<file path="src/rtl/file_uart_streamer.sv">
// file_uart_streamer: FIFO-buffers reader byte strobes and drains them as 8N1 UART frames, LSB first.
// Optional CRLF_EXPAND_EN: each popped 0x0A goes out as a 0x0D frame followed by a 0x0A frame.
module file_uart_streamer #(
    parameter int unsigned CLK_DIV         = 868,
    parameter int unsigned FIFO_DEPTH_LOG2 = 6
) (
    input  logic                     clk,
    input  logic                     resetn,
    input  logic                     in_en,
    input  logic [7:0]               in_byte,
    output logic                     uart_tx,
    output logic [FIFO_DEPTH_LOG2:0] fifo_count,
    output logic                     fifo_full,
    output logic                     overflow,
    output logic                     busy
);
    localparam int unsigned DEPTH = 1 << FIFO_DEPTH_LOG2;
    localparam int unsigned CW    = (CLK_DIV > 1) ? $clog2(CLK_DIV) : 1;
    localparam logic [CW-1:0]              BAUD_LAST = CW'(CLK_DIV - 1);
    localparam logic [FIFO_DEPTH_LOG2:0]   DEPTH_CNT = (FIFO_DEPTH_LOG2 + 1)'(DEPTH);

    typedef enum logic [1:0] {IDLE, START, DATA, STOP} state_e;

    logic [7:0]                 mem_q [DEPTH];
    logic [FIFO_DEPTH_LOG2-1:0] wr_ptr_q, rd_ptr_q;
    logic [FIFO_DEPTH_LOG2:0]   count_q, count_d;
    logic                       overflow_q, overflow_d;
    logic                       push, pop, full, empty;
    logic [7:0]                 head, load_byte;
    logic                       load_pend;

    state_e        state_q, state_d;
    logic [CW-1:0] baud_q, baud_d;
    logic [2:0]    bit_q, bit_d;
    logic [7:0]    shift_q, shift_d;
    logic          pend_q, pend_d;
    logic          tx_q, tx_d;

    assign full       = (count_q == DEPTH_CNT);
    assign empty      = (count_q == '0);
    assign head       = mem_q[rd_ptr_q];
    // A pop in the same cycle frees a slot, so a full FIFO can still take a byte.
    assign push       = in_en & (~full | pop);
    assign overflow_d = overflow_q | (in_en & ~push);

`ifdef CRLF_EXPAND_EN
    assign load_pend = (head == 8'h0A);
    assign load_byte = load_pend ? 8'h0D : head;
`else
    assign load_pend = 1'b0;
    assign load_byte = head;
`endif

    always_comb begin
        case ({push, pop})
            2'b10:   count_d = count_q + 1'b1;
            2'b01:   count_d = count_q - 1'b1;
            default: count_d = count_q;
        endcase
    end

    always_ff @(posedge clk) begin
        if (push) mem_q[wr_ptr_q] <= in_byte;
    end

    always_ff @(posedge clk or negedge resetn) begin
        if (!resetn) begin
            wr_ptr_q   <= '0;
            rd_ptr_q   <= '0;
            count_q    <= '0;
            overflow_q <= 1'b0;
            state_q    <= IDLE;
            baud_q     <= '0;
            bit_q      <= '0;
            shift_q    <= '0;
            pend_q     <= 1'b0;
            tx_q       <= 1'b1;
        end else begin
            if (push) wr_ptr_q <= wr_ptr_q + 1'b1;
            if (pop)  rd_ptr_q <= rd_ptr_q + 1'b1;
            count_q    <= count_d;
            overflow_q <= overflow_d;
            state_q    <= state_d;
            baud_q     <= baud_d;
            bit_q      <= bit_d;
            shift_q    <= shift_d;
            pend_q     <= pend_d;
            tx_q       <= tx_d;
        end
    end

    always_comb begin
        state_d = state_q;
        baud_d  = baud_q;
        bit_d   = bit_q;
        shift_d = shift_q;
        pend_d  = pend_q;
        pop     = 1'b0;
        case (state_q)
            IDLE: begin
                if (!empty) begin
                    pop     = 1'b1;
                    shift_d = load_byte;
                    pend_d  = load_pend;
                    baud_d  = '0;
                    state_d = START;
                end
            end
            START: begin
                if (baud_q == BAUD_LAST) begin
                    baud_d  = '0;
                    bit_d   = '0;
                    state_d = DATA;
                end else begin
                    baud_d = baud_q + 1'b1;
                end
            end
            DATA: begin
                if (baud_q == BAUD_LAST) begin
                    baud_d = '0;
                    if (bit_q == 3'd7) begin
                        state_d = STOP;
                    end else begin
                        bit_d   = bit_q + 3'd1;
                        shift_d = {1'b0, shift_q[7:1]};
                    end
                end else begin
                    baud_d = baud_q + 1'b1;
                end
            end
            STOP: begin
                if (baud_q == BAUD_LAST) begin
                    baud_d = '0;
                    // A pending LF goes out ahead of the FIFO without consuming an entry.
                    if (pend_q) begin
                        shift_d = 8'h0A;
                        pend_d  = 1'b0;
                        state_d = START;
                    end else if (!empty) begin
                        pop     = 1'b1;
                        shift_d = load_byte;
                        pend_d  = load_pend;
                        state_d = START;
                    end else begin
                        state_d = IDLE;
                    end
                end else begin
                    baud_d = baud_q + 1'b1;
                end
            end
            default: state_d = IDLE;
        endcase
    end

    always_comb begin
        tx_d = 1'b1;
        case (state_d)
            START:   tx_d = 1'b0;
            DATA:    tx_d = shift_d[0];
            default: tx_d = 1'b1;
        endcase
    end

    assign uart_tx    = tx_q;
    assign fifo_count = count_q;
    assign fifo_full  = full;
    assign overflow   = overflow_q;
    assign busy       = (state_q != IDLE) | ~empty | pend_q;

endmodule

</file>
<file path="config.mk">
export PLATFORM = sky130hd
export DESIGN_NAME = file_uart_streamer
export DESIGN_NICKNAME = d
export VERILOG_FILES = /design/src/rtl/file_uart_streamer.sv
export SDC_FILE = /design/constraint.sdc
export NUM_CORES = 1
export LEC_CHECK = 0
export ABC_AREA = 1
export BUFFER_PORTS_ARGS = -buffer_cell sky130_fd_sc_hd__buf_2
export CAP_MARGIN = 40
export CORE_MARGIN = 2
export CORE_UTILIZATION = 38
export DETAILED_ROUTE_END_ITERATION = 8
export SYNTH_ARGS = -nofsm -noshare
export SYNTH_HDL_FRONTEND = slang
export SYNTH_SLANG_ARGS = --single-unit
</file>
<file path="constraint.sdc">
create_clock -name clk -period 3.4 [get_ports clk]
set_input_delay 0.51 -clock clk [delete_from_list [all_inputs] [get_ports clk]]
set_output_delay 0.51 -clock clk [all_outputs]
set_load 0.01 [all_outputs]
</file>
==> results, run 1 <==
- The run finished with clean final reports.
- The setup path with the least slack is of type flip-flop to flip-flop.
- In this run the biggest area consumer among cell types represents 65.6% of the synthesized area.
- The total wirelength of the detailed-routed design is 61,000 um.
- The root buffer selected by CTS is clkbuf_16.
- The first-pass GRT wire length is 93,400 um.
- The clock latency reported for the late side of the worst-skew pair is 640 ps.
- For the pin with the worst max-slew slack, the measured transition is 897 ps.
- Yosys attributes the largest share of cell area to edfxtp_1 (66%), nor2_1 (6.8%), o21ai_0 (4.8%).
- In the final design database the tool counted 2,105 nets.
- Synthesis inferred 556 register bits.
- The end point of the critical path is mem_q[25][5]$_DFFE_PP_.
- The detailed-route DRC error count is 0.
- Dividing the final minimum period by the clock period gives 86.1%.
- The kind of end point of the critical path is a flip-flop.
- Clock-pin slew was measured on the worst setup and hold paths at 60 ps.
- Setup repair after global routing left no endpoint under its margin.
- The clock arrives with 39.9 ps of skew.
- Timing analysis after detailed placement gives a worst setup slack of 507 ps.
- The power after layout is 15.5 mW.
- The total negative slack is 0 ps.
- The number of nets still failing antenna checks after routing is 0.
- Including well taps, the total number of placed cells is 2,808.
- The y dimension of the die is 252 um.
- The maximum clock frequency is 341 MHz.
- The met1 track demand over resource in global routing is 25.5%.
- The static leakage power is 9.35 nW.
- Data arrives at the worst endpoint at 3170 ps.
- The half-perimeter wire length after detailed placement is 37,800 um.
- The reg-to-reg setup timing slack is 470 ps.
- Measured in cells, the most critical reg-to-reg path has a length of 12.
- The cell area that synthesis handed to floorplanning was 23,500 um^2.
- The number of buffers added by the clock tree synthesis step is 57.
- The number of maximum-capacitance violations is 0.
- For this run, the register share of the synthesized area comes to 70.3%.
- The clock period minus final worst setup slack is 2930 ps.
- CTS saw 556 sinks.
- Setup violations remaining at the end of the flow were counted as 0.
- Dividing the synthesized area by the synthesized cell count gives 11.6 um^2.
- TritonCTS built the clock tree.
- The number of gates resized after CTS was 0.
- The final antenna diode count is 0.
- The share of layout cells above drive strength 1 is 11.1%.
- The worst register-to-register path begins at baud_q[1]$_DFFE_PN0P_.
- Entering global routing, the biggest net connects 175 pins.
- The final core utilization is 43.7%.
- The worst register-to-register path ends at mem_q[25][5]$_DFFE_PP_.
- Relative to the synthesized area, the layout overhead comes to 14.3%.
- The number of synthesized flops with an enable pin is 512.
- After synthesis, the share of flip-flops with an asynchronous set or reset is 7.91%.
- Before antenna repair, the detailed router went through 5 iterations.
- Measured along the x axis, the die boundary spans 252 um.
- The number of nets in the synthesized netlist is 2,050.
- The number of endpoints with negative hold slack in the final report is 0.
- The count of port buffers added during placement is 21.
- The floorplan has 91 rows.
- The most common cell in the netlist is edfxtp_1.
- The commonest cells after synthesis are edfxtp_1 (512), nor2_1 (426), nand2_1 (261).
- The power per unit of standard cell area is 580 nW/um^2.
- The initial utilization of the core area, before any placement, comes to 38.2%.
- The critical path launch point is baud_q[1]$_DFFE_PN0P_.
- Counting distinct cell types in the post-synthesis netlist gives 44.
- The worst-case clock buffer depth is 3.
- The number of antenna violations at the first check in global routing came to 0.
- For this design the top-level I/O count stands at 22.
- The H-tree generated during clock tree synthesis spans 2 levels.
- The layer with the highest usage after global routing is met2.
- The gate count of the mapped netlist is 2,023.
- The core box area is 61,400 um^2.
- The area enclosed by the die boundary is 63,700 um^2.
- The number of DRC violations after detailed-routing iteration 0 is 1,460.
- The total overflow left after global routing is 0.
- In the routed layout, each cell is associated on average with a via count of 5.32.
- The total number of vias is 15,500.
- The number of synthesis warnings is 0.
- The predominant post-synthesis flop cell is edfxtp_1.
- The biggest area contributor in the post-synthesis netlist is edfxtp_1.
- The critical path required time is 3640 ps.
- The routing usage on met2 is 32.9%.
- At the end of routability-driven placement, the weighted congestion stood at 0.871.
- In the global route stage, met3 resource usage came out at 2.54%.
- The maximum vdd ir drop is 0.415 mV.
- The routed length per placed instance is 20.9 um.
- In this run the tightest slew margin relative to its limit is 40.2%.
- Along the worst path, the maximum fanout reaches 10.
- The number of global-route vias before repair came to 15,600.
- The min-delay analysis places its worst path in the category input pin to flip-flop.
- The number of pins exceeding their max-slew limit in the final report is 0.
- In the global route stage, overall resource usage came out at 19.4%.
- The final instance count without filler cells is 2,915.
- The startpoint type of the worst setup path is a flip-flop.
- Setup slack closes at 471 ps.
## per-stage QoR
stage / cell area (um^2) / hold slack, ps
after detailed placement: 24900 / 504
after floorplan: 23500 / 214
after CTS: 26800 / 209
after global placement: 24800 / 483
final: 26800 / 231
after global routing: 26800 / 260
## what timing repair did
| action | in CTS | in global routing |
|---|---|---|
| endpoints found under the setup margin | 0 | 0 |
| hold buffers | 1 | 0 |
| buffers inserted | 0 | 0 |
| hold endpoints to repair | 19 | 0 |
## where the power goes
part / internal (mW) / switching (mW)
Clock: 3.79 / 2.66
Sequential: 7.77 / 0.188
Combinational: 0.288 / 0.839
Total: 11.8 / 3.69
## critical path: stages, from the launching register on
cell and delay, ps:
dfrtp_1 360, ha_1 210, nand3_1 100, nand3b_4 210, clkinv_2 100, nand2_2 70
nand2_4 90, nand2_8 90, nand2_4 80, nand2_4 110, inv_12 140, nand4_4 310
nor2_1 660
## flip-flops by register name (all words and copies together) (netlist names)
| name | count |
|---|---|
| overflow | 1 |
| wr_ptr_q | 6 |
| mem_q | 512 |
| bit_q | 3 |
| fifo_count | 7 |
| state_q | 2 |
| rd_ptr_q | 6 |
| uart_tx | 1 |
| shift_q | 8 |
| baud_q | 10 |
## placed cells by master, fill, tap and decap left out, types with 3 or more instances in the layout
cell       synthesis  layout
nor3_1            10      10
clkbuf_16          0      58
buf_4              9      67
buf_2             43      21
a31oi_1            3       3
nand2_1          261     261
o211ai_1          57      57
nor2_2             6       6
nand2_4            3       3
a21oi_2            4       4
ha_1              15      15
a21oi_1           57      57
o21ai_0          223     223
o22ai_1           12      12
nand2_8            3       3
xnor2_1            3       3
clkbuf_1          47      12
clkinv_2           1      11
nand4_4            7       7
bufinv_16          0       8
buf_12             0      13
clkinv_1           2      13
xor2_1            12      12
inv_1             77      76
or2_2              7       7
nor2_1           426     426
nand3_1          141     141
inv_2              5       5
dfrtp_1           43      41
nand4_1            6       6
edfxtp_1         512     512
nand2_2            4       4
## cell families (layout without fill, tap and decap cells)
| logic type | after synthesis | in the layout | synth area share [%] |
|---|---|---|---|
| buf+inv | 193 | 295 | 3.52 |
| simple gates | 877 | 877 | 16.0 |
| xor+xnor | 16 | 16 | 0.630 |
| fa+ha+maj | 16 | 16 | 0.886 |
| flops | 556 | 556 | 70.3 |
| compound gates | 365 | 365 | 8.66 |
## routing by layer
metal	wire, um	part of all wire, %
met4	1990	3.3
met1	25700	42
met2	29900	49
met5	0	0
met3	3400	5.6
## worst min-delay path by stage
stage	startpoint	cells after the start	end
after global placement	bit_q[0]$_DFFE_PN0P_	1	bit_q[0]$_DFFE_PN0P_
after CTS	in_en	3	overflow$_DFF_PN0_
after detailed placement	bit_q[1]$_DFFE_PN0P_	1	bit_q[1]$_DFFE_PN0P_
after floorplan	resetn	0	baud_q[0]$_DFFE_PN0P_
final	in_en	3	overflow$_DFF_PN0_
after global routing	in_en	3	overflow$_DFF_PN0_
## final cells by class
cell class                 count  area [um^2]
inverter                      86          342
clock buffer                  72         1520
sequential                   556        16500
fill                        5583        34600
tap                          790          988
multi-input combinational   1274         6150
timing repair buffer         103          906
clock inverter                34          415
No activity file was read; power rests on OpenSTA's default activity.
==> run 2, diff against run 1 <==
--- a/config.mk
+++ b/config.mk
@@ -5,7 +5,6 @@
 export SDC_FILE = /design/constraint.sdc
 export NUM_CORES = 1
 export LEC_CHECK = 0
-export ABC_AREA = 1
 export BUFFER_PORTS_ARGS = -buffer_cell sky130_fd_sc_hd__buf_2
 export CAP_MARGIN = 40
 export CORE_MARGIN = 2
==> run 2 against run 1 <==
Against the previous run: sequential power rose by 4.5%; critical path type unchanged; highest routed layer unchanged; largest cell class unchanged; register-to-register slack worse by 200 ps; sequential share of layout area grew 2.8 points.
==> results, run 2 <==
- Status: finished, final reports clean (unchanged).
- The number of nets still failing antenna checks after routing came to 0 (unchanged).
- The number of nets in the layout came to 1,238 (was 2,105).
- The number of cells on the worst hold path came to 1 (was 3).
- The total iterations of the first detailed-routing run is 5 (unchanged).
- The clock latency reported for the late side of the worst-skew pair was 610 ps (was 640 ps).
- The area enclosed by the die boundary came to 60,300 um^2 (was 63,700 um^2).
- The share of layout cells above drive strength 1 is 31.4% (was 11.1%).
- The portion of the post-synthesis area used by sequential elements came to 74.4% (was 70.3%).
- The die boundary width is 245 um (was 252 um).
- The number of synthesized flops with an enable pin came to 512 (unchanged).
- The number of different library cells in the post-synthesis netlist is 61 (was 44).
- The startpoint of the worst register-to-register path is baud_q[0]$_DFFE_PN0P_ (was baud_q[1]$_DFFE_PN0P_).
- The number of nets in the synthesized netlist is 1,099 (was 2,050).
- The synthesis-to-layout area growth is 15.7% (was 14.3%).
- The worst slack after detailed placement came to 77.0 ps (was 507 ps).
- The routed length per placed instance is 23.9 um (was 20.9 um).
- The root buffer selected by CTS was clkbuf_16 (unchanged).
- The register with the most flip-flops is mem_q (unchanged).
- The clock-pin slew of the registers on the worst-case setup and hold paths is 70 ps (was 60 ps).
- The worst slew slack as a fraction of its limit is 44.1% (was 40.2%).
- The worst-case clock buffer depth is 3 (unchanged).
- The transition time at the pin with the least slew margin is 839 ps (was 897 ps).
- The largest net degree at the start of global routing is 65 (was 175).
- The global routing usage summed across all routing layers came to 16.4% (was 19.4%).
- The first-pass GRT wire length is 72,900 um (was 93,400 um).
- The power after layout came to 19.5 mW (was 15.5 mW).
- Most frequent cells in the layout: edfxtp_1 (512), mux4_2 (158), buf_4 (106) (was edfxtp_1 (512), nor2_1 (426), nand2_1 (261)).
- The count of buffer and inverter cells on the critical path is 0 (was 2).
- The post-synthesis sequential element count is 556 (unchanged).
- The fraction of post-synthesis cell area in the top cell type by area is 69.4% (was 65.6%).
- The part of the cycle the worst path needs came to 92.1% (was 86.1%).
- The number of synthesis warnings is 0 (unchanged).
- The maximum vdd ir drop is 0.420 mV (was 0.415 mV).
- The clock period minus final worst setup slack is 3130 ps (was 2930 ps).
- The largest fanout of any net on the critical path is 5 (was 10).
- The top-level port count was 22 (unchanged).
- The critical path required time was 3870 ps (was 3640 ps).
- The largest clock skew in the final design is 26.1 ps (was 39.9 ps).
- The number of pins exceeding their max-slew limit in the final report is 0 (unchanged).
- The most common cell in the netlist is edfxtp_1 (unchanged).
- The half-perimeter wire length after detailed placement is 31,000 um (was 37,800 um).
- The per-cell via count in the routed design is 5.26 (was 5.32).
- The remaining global-route overflow is 0 (unchanged).
- The worst min-delay path class is input pin to flip-flop (unchanged).
- The flip-flop count of the largest register, all copies and words added is 512 (unchanged).
- The core box area is 57,700 um^2 (was 61,400 um^2).
- The kind of end point of the critical path is a flip-flop (unchanged).
- The most common library cell in the layout ignoring fill and taps is edfxtp_1 (unchanged).
- The static leakage power is 8.41 nW (was 9.35 nW).
- The startpoint of the worst hold path was in_byte[1] (was in_en).
- The row count came to 88 (was 91).
- The library cell with the largest summed area after synthesis is edfxtp_1 (unchanged).
- The worst endpoint data arrival time is 3600 ps (was 3170 ps).
- The async set or reset register ratio after synthesis is 7.91% (unchanged).
- Most area-consuming cells after synthesis: edfxtp_1 (69%), mux4_2 (16%), dfrtp_1 (4.9%) (was edfxtp_1 (66%), nor2_1 (6.8%), o21ai_0 (4.8%)).
- The number of cells on the worst reg-to-reg path is 13 (was 12).
- The critical path's top delay family is compound AO/OA/AOI/OAI gates (was simple AND/OR/NAND/NOR gates).
- The per-instance average area after synthesis is 20.7 um^2 (was 11.6 um^2).
- The number of buffers added by the clock tree synthesis step is 55 (was 57).
- The final setup violation count came to 0 (unchanged).
- The predominant post-synthesis flop cell is edfxtp_1 (unchanged).
- The final RePlAce weighted congestion was 0.786 (was 0.871).
- The worst hold endpoint is mem_q[47][1]$_DFFE_PP_ (was overflow$_DFF_PN0_).
- The placed cell count came to 1,918 (was 2,808).
- The TritonCTS clock tree is yes (unchanged).
- The sink count of the clock tree is 556 (unchanged).
- The total wirelength of the detailed-routed design came to 48,300 um (was 61,000 um).
- The starting density of the core is 38.4% (was 38.2%).
- Leading registers by flop count: mem_q x512, baud_q x10, shift_q x8 (unchanged).
- The startpoint type of the worst setup path is a flip-flop (unchanged).
- The maximum clock frequency came to 319 MHz (was 341 MHz).
- The final antenna diode count came to 0 (unchanged).
- The number of global-route vias before repair was 11,100 (was 15,600).
- The gate count of the mapped netlist is 1,072 (was 2,023).
- The worst path setup slack after routing is 269 ps (was 471 ps).
- Cells along the critical path: ha_1, nor3b_2, a41oi_1, or2_2, nor3_4, ha_1, a21o_1, a21oi_1, o21bai_1, a21oi_2, nor2_1, a221oi_1, a21oi_1 (was ha_1, nand3_1, nand3b_4, clkinv_2, nand2_2, nand2_4, nand2_8, nand2_4, nand2_4, inv_12, nand4_4, nor2_1).
- The final instance count without filler cells is 2,020 (was 2,915).
- The detailed-route DRC error count is 0 (unchanged).
- Most frequent cells after synthesis: edfxtp_1 (512), mux4_2 (158), nor2_1 (93) (was edfxtp_1 (512), nor2_1 (426), nand2_1 (261)).
- The number of endpoints with negative hold slack in the final report is 0 (unchanged).
- The worst setup path category is flip-flop to flip-flop (unchanged).
- The y dimension of the die was 245 um (was 252 um).
- The final core utilization was 44.4% (was 43.7%).
- The number of maximum-capacitance violations came to 0 (unchanged).
- The count of port buffers added during placement is 21 (unchanged).
- The number of DRC violations after detailed-routing iteration 0 is 971 (was 1,460).
- The worst flop-to-flop path endpoint was fifo_count[6]$_DFFE_PN0P_ (was mem_q[25][5]$_DFFE_PP_).
- The number of antenna violations at the first check in global routing was 0 (unchanged).
- The cell area after technology mapping was 22,200 um^2 (was 23,500 um^2).
- The power per unit of standard cell area is 762 nW/um^2 (was 580 nW/um^2).
- The delay of the slowest cell on the worst path is 410 ps (was 660 ps).
- The total number of vias is 10,600 (was 15,500).
- The count of H-tree levels built during CTS is 2 (unchanged).
- The reg-to-reg setup timing slack is 270 ps (was 470 ps).
- The slowest stage cell on the critical path is dfrtp_1 (was nor2_1).
## run 2: cell types whose count changed in the layout (fill, tap and decap cells not counted), moves of 48 or more
| cell | change |
|---|---|
| o211ai_1 | -54 |
| mux4_2 | +158 |
| nor2_1 | -333 |
| inv_1 | -66 |
| nand2_1 | -227 |
| o21ai_0 | -214 |
| a21oi_1 | -48 |
| nand3_1 | -128 |
## run 2: timing repair
| action | 4_1_cts | 5_1_grt |
|---|---|---|
| setup endpoints to repair | 0 | 2 |
| gates resized for setup | 0 | 4 |
| hold buffers | 1 | 0 |
| setup buffers | 0 | 0 |
| endpoints found under the hold margin | 5 | 0 |
## run 2: report_power, final
part / total, mW / switching, mW / internal [mW]
Combinational: 5.43 / 2.79 / 2.64
Sequential: 8.32 / 0.455 / 7.87
Clock: 5.77 / 2.56 / 3.21
Total: 19.5 / 5.81 / 13.7
## run 2: through the flow
stage	instance area, um^2	TNS (ps)	hold WS [ps]
final	25600	0	280
after CTS	25600	0	244
after global placement	23900	0	456
after global routing	25600	-41.8	248
after detailed placement	23900	0	463
after floorplan	22200	0	214
## run 2: worst reg2reg max path: stages (launching register included)
cell	delay [ps]
dfrtp_1	410
ha_1	180
nor3b_2	250
a41oi_1	180
or2_2	370
nor3_4	210
ha_1	320
a21o_1	190
a21oi_1	210
o21bai_1	100
a21oi_2	200
nor2_1	60
a221oi_1	250
a21oi_1	70
## run 2: worst max path at each step
stage / startpoint / endpoint / slack [ps] / cells past startpoint
final: baud_q[0]$_DFFE_PN0P_ / fifo_count[6]$_DFFE_PN0P_ / 270 / 13
after global routing: baud_q[0]$_DFFE_PN0P_ / fifo_count[6]$_DFFE_PN0P_ / -40 / 13
after CTS: baud_q[0]$_DFFE_PN0P_ / fifo_count[6]$_DFFE_PN0P_ / 60 / 13
after detailed placement: baud_q[0]$_DFFE_PN0P_ / fifo_count[6]$_DFFE_PN0P_ / 80 / 13
after global placement: baud_q[0]$_DFFE_PN0P_ / fifo_count[6]$_DFFE_PN0P_ / 140 / 13
after floorplan: baud_q[0]$_DFFE_PN0P_ / fifo_count[6]$_DFFE_PN0P_ / 140 / 13
## run 2: area by class of cell
class / instances / area [um^2]
Clock buffer: 65 / 1410
Clock inverter: 36 / 285
Fill cell: 4940 / 32100
Inverter: 11 / 41.3
Multi-Input combinational cell: 453 / 5410
Sequential cell: 556 / 16500
Tap cell: 765 / 957
Timing Repair Buffer: 134 / 1030
## run 2: cell families after synthesis
group / share of synthesized area (%)
buf+inv: 1.33
flops: 74.4
compound gates: 2.07
mux: 16.8
xor+xnor: 0.909
fa+ha+maj: 0.937
simple gates: 3.61
## run 2: metal layers
layer	wire length, um	GRT usage [%]	up-vias
li1	-	-	4698
met1	21700	23.8	5596
met2	22800	25.5	275
met3	2920	3.58	61
met4	874	3.71	0
met5	0	0	-
==> run 3, diff against run 2 <==
--- a/config.mk
+++ b/config.mk
@@ -5,11 +5,12 @@
 export SDC_FILE = /design/constraint.sdc
 export NUM_CORES = 1
 export LEC_CHECK = 0
-export BUFFER_PORTS_ARGS = -buffer_cell sky130_fd_sc_hd__buf_2
 export CAP_MARGIN = 40
 export CORE_MARGIN = 2
 export CORE_UTILIZATION = 38
 export DETAILED_ROUTE_END_ITERATION = 8
+export DONT_BUFFER_PORTS = 1
+export PLACE_DENSITY = 0.62
 export SYNTH_ARGS = -nofsm -noshare
 export SYNTH_HDL_FRONTEND = slang
 export SYNTH_SLANG_ARGS = --single-unit
==> run 3 against run 2 <==
Against the previous run: clock power grew 1%; routed wire length grew 9.5%; flip-flop and latch count is the same; global-route usage grew 1.4 points; first-iteration DRC count grew 26%; highest routed layer is now met5; via count grew 2.6%; critical path depth grew 1; non-clock buffer count shrank 4; largest power group unchanged; die area is the same; total power grew 0.77%.
==> results, run 3 (synthesis results as in run 2) <==
- The maximum vdd ir drop was 0.514 mV (was 0.420 mV).
- The core box area is 57,700 um^2 (unchanged).
- The number of cells on the worst hold path is 0 (was 1).
- The total number of vias is 10,900 (was 10,600).
- Most frequent cells in the layout: edfxtp_1 (512), mux4_2 (158), buf_4 (94) (was edfxtp_1 (512), mux4_2 (158), buf_4 (106)).
- The detailed-route DRC error count is 0 (unchanged).
- Leading registers by flop count: mem_q x512, baud_q x10, shift_q x8 (unchanged).
- The largest clock skew in the final design is 23.8 ps (was 26.1 ps).
- The kind of end point of the critical path is a flip-flop (unchanged).
- The worst-case clock buffer depth is 3 (unchanged).
- The power per unit of standard cell area is 760 nW/um^2 (was 762 nW/um^2).
- The per-cell via count in the routed design is 5.40 (was 5.26).
- The largest net degree at the start of global routing is 58 (was 65).
- The part of the cycle the worst path needs was 93.7% (was 92.1%).
- The total wirelength of the detailed-routed design is 52,900 um (was 48,300 um).
- The final setup violation count came to 0 (unchanged).
- The final RePlAce weighted congestion was 0.782 (was 0.786).
- The routed length per placed instance is 26.2 um (was 23.9 um).
- The number of DRC violations after detailed-routing iteration 0 is 1,225 (was 971).
- The synthesis-to-layout area growth was 16.8% (was 15.7%).
- The number of maximum-capacitance violations is 0 (unchanged).
- The number of buffers added by the clock tree synthesis step is 56 (was 55).
- The number of cells on the worst reg-to-reg path is 14 (was 13).
- The delay of the slowest cell on the worst path is 570 ps (was 410 ps).
- The clock period minus final worst setup slack came to 3190 ps (was 3130 ps).
- The root buffer selected by CTS was clkbuf_16 (unchanged).
- The starting density of the core is 38.4% (unchanged).
- The register with the most flip-flops is mem_q (unchanged).
- The count of cell instances traversed by the critical path is 14 (was 13).
- The half-perimeter wire length after detailed placement is 29,000 um (was 31,000 um).
- The top-level port count is 22 (unchanged).
- The total iterations of the first detailed-routing run is 5 (unchanged).
- The most common library cell in the layout ignoring fill and taps is edfxtp_1 (unchanged).
- The final core utilization is 44.8% (was 44.4%).
- The number of nets still failing antenna checks after routing is 0 (unchanged).
- The first-pass GRT wire length is 77,200 um (was 72,900 um).
- The number of endpoints with negative hold slack in the final report is 0 (unchanged).
- The row count is 88 (unchanged).
- The worst min-delay path class is input pin to flip-flop (unchanged).
- The global routing usage summed across all routing layers came to 17.8% (was 16.4%).
- The transition time at the pin with the least slew margin was 876 ps (was 839 ps).
- The largest fanout of any net on the critical path is 7 (was 5).
- The number of nets in the layout came to 1,235 (was 1,238).
- The remaining global-route overflow is 0 (unchanged).
- The y dimension of the die was 245 um (unchanged).
- The static leakage power is 8.46 nW (was 8.41 nW).
- The worst setup path category is flip-flop to flip-flop (unchanged).
- The total negative slack is 0 ps (unchanged).
- The clock latency reported for the late side of the worst-skew pair was 600 ps (was 610 ps).
- The number of global-route vias before repair is 11,100 (about the same).
- The share of layout cells above drive strength 1 is 29.6% (was 31.4%).
- The clock-pin slew of the registers on the worst-case setup and hold paths came to 60 ps (was 70 ps).
- The critical path required time is 3870 ps (about the same).
- The critical path's top delay family is simple AND/OR/NAND/NOR gates (was compound AO/OA/AOI/OAI gates).
- The maximum clock frequency is 314 MHz (was 319 MHz).
- The die boundary width is 245 um (unchanged).
- The number of antenna violations at the first check in global routing came to 12 (was 0).
- The area enclosed by the die boundary is 60,300 um^2 (unchanged).
- The reg-to-reg setup timing slack is 210 ps (was 270 ps).
- The startpoint type of the worst setup path is a flip-flop (unchanged).
- The TritonCTS clock tree is yes (unchanged).
- Cells along the critical path: or4_4, nor4_2, buf_4, or2_2, nor3_4, buf_4, fa_1, a21o_1, a21oi_2, o21bai_1, a21oi_1, nor2_1, a221oi_1, a21oi_1 (was ha_1, nor3b_2, a41oi_1, or2_2, nor3_4, ha_1, a21o_1, a21oi_1, o21bai_1, a21oi_2, nor2_1, a221oi_1, a21oi_1).
- The number of pins exceeding their max-slew limit in the final report is 0 (unchanged).
- The count of H-tree levels built during CTS came to 2 (unchanged).
- The flip-flop count of the largest register, all copies and words added is 512 (unchanged).
- The worst slew slack as a fraction of its limit is 41.4% (was 44.1%).
- The sink count of the clock tree came to 556 (unchanged).
- The worst endpoint data arrival time is 3650 ps (was 3600 ps).
- The post-CTS setup-driven buffer insertion count is 0 (unchanged).
- The count of port buffers added during placement is 0 (was 21).
- The slowest stage cell on the critical path is or4_4 (was dfrtp_1).
- The count of buffer and inverter cells on the critical path was 2 (was 0).
- Status: finished, final reports clean (unchanged).
-- run 3: final cells by class --
cell class | count | area [um^2]
diodes | 3 | 7.51
clock buffers | 78 | 1550
clock inverters | 23 | 185
fillers | 4942 | 31800
inverters | 11 | 41.3
multi-input cells | 453 | 5410
flip-flops and latches | 556 | 16500
well taps | 765 | 957
repair buffers | 130 | 1230
-- run 3: metrics by stage --
step                power, mW  setup WS [ps]  hold WS (ps)  cells  instance area, um^2
CTS                      19.8           76.1         0.214   2015                25800
finish                   19.7            215          29.2   2019                25900
detailed placement       13.8            117           215   1885                23700
floorplan                12.0            144           214   1072                22200
global placement         13.8            160           216   1885                23700
global route             20.4       -0.00844          1.24   2016                25900
-- run 3: timing repair --
action | 4_1_cts | 5_1_grt
setup endpoints to repair | 0 | 181
resized for setup | 0 | 5
endpoints found under the hold margin | 349 | 13
hold buffers | 29 | 1
-- run 3: power breakdown --
| part | internal, mW | switching [mW] | total (mW) | leakage, nW |
|---|---|---|---|---|
| sequential | 7.87 | 0.362 | 8.23 | 5.16 |
| clock | 3.33 | 2.52 | 5.85 | 0.851 |
| combinational | 2.67 | 2.93 | 5.59 | 2.45 |
| total | 13.9 | 5.81 | 19.7 | 8.46 |
-- run 3: worst reg2reg max path, stage by stage (launching register included) --
cell and delay, ps:
dfrtp_1 370, or4_4 570, nor4_2 170, buf_4 170, or2_2 170, nor3_4 70, buf_4 150, fa_1 390
a21o_1 180, a21oi_2 170, o21bai_1 80, a21oi_1 190, nor2_1 60, a221oi_1 260, a21oi_1 70
-- run 3: worst paths after layout --
| check | to | startpoint |
|---|---|---|
| worst max-delay path | fifo_count[6]$_DFFE_PN0P_ | fifo_count[4]$_DFFE_PN0P_ |
| worst min-delay path | mem_q[22][7]$_DFFE_PP_ | in_byte[7] |
| worst max register to register | fifo_count[6]$_DFFE_PN0P_ | fifo_count[4]$_DFFE_PN0P_ |
| worst min register to register | shift_q[1]$_DFFE_PN0P_ | shift_q[2]$_DFFE_PN0P_ |
| max in group asynchronous | uart_tx$_DFF_PN1_ | resetn |
| min in group asynchronous | wr_ptr_q[1]$_DFFE_PN0P_ | resetn |
-- run 3: per-layer routing --
metal | global-route usage [%] | wire (um) | vias up
li1 | - | - | 4692
met1 | 25.4 | 22500 | 5740
met2 | 26.9 | 24300 | 400
met3 | 4.95 | 4810 | 72
met4 | 5.20 | 1220 | 4
met5 | 0 | 27 | -
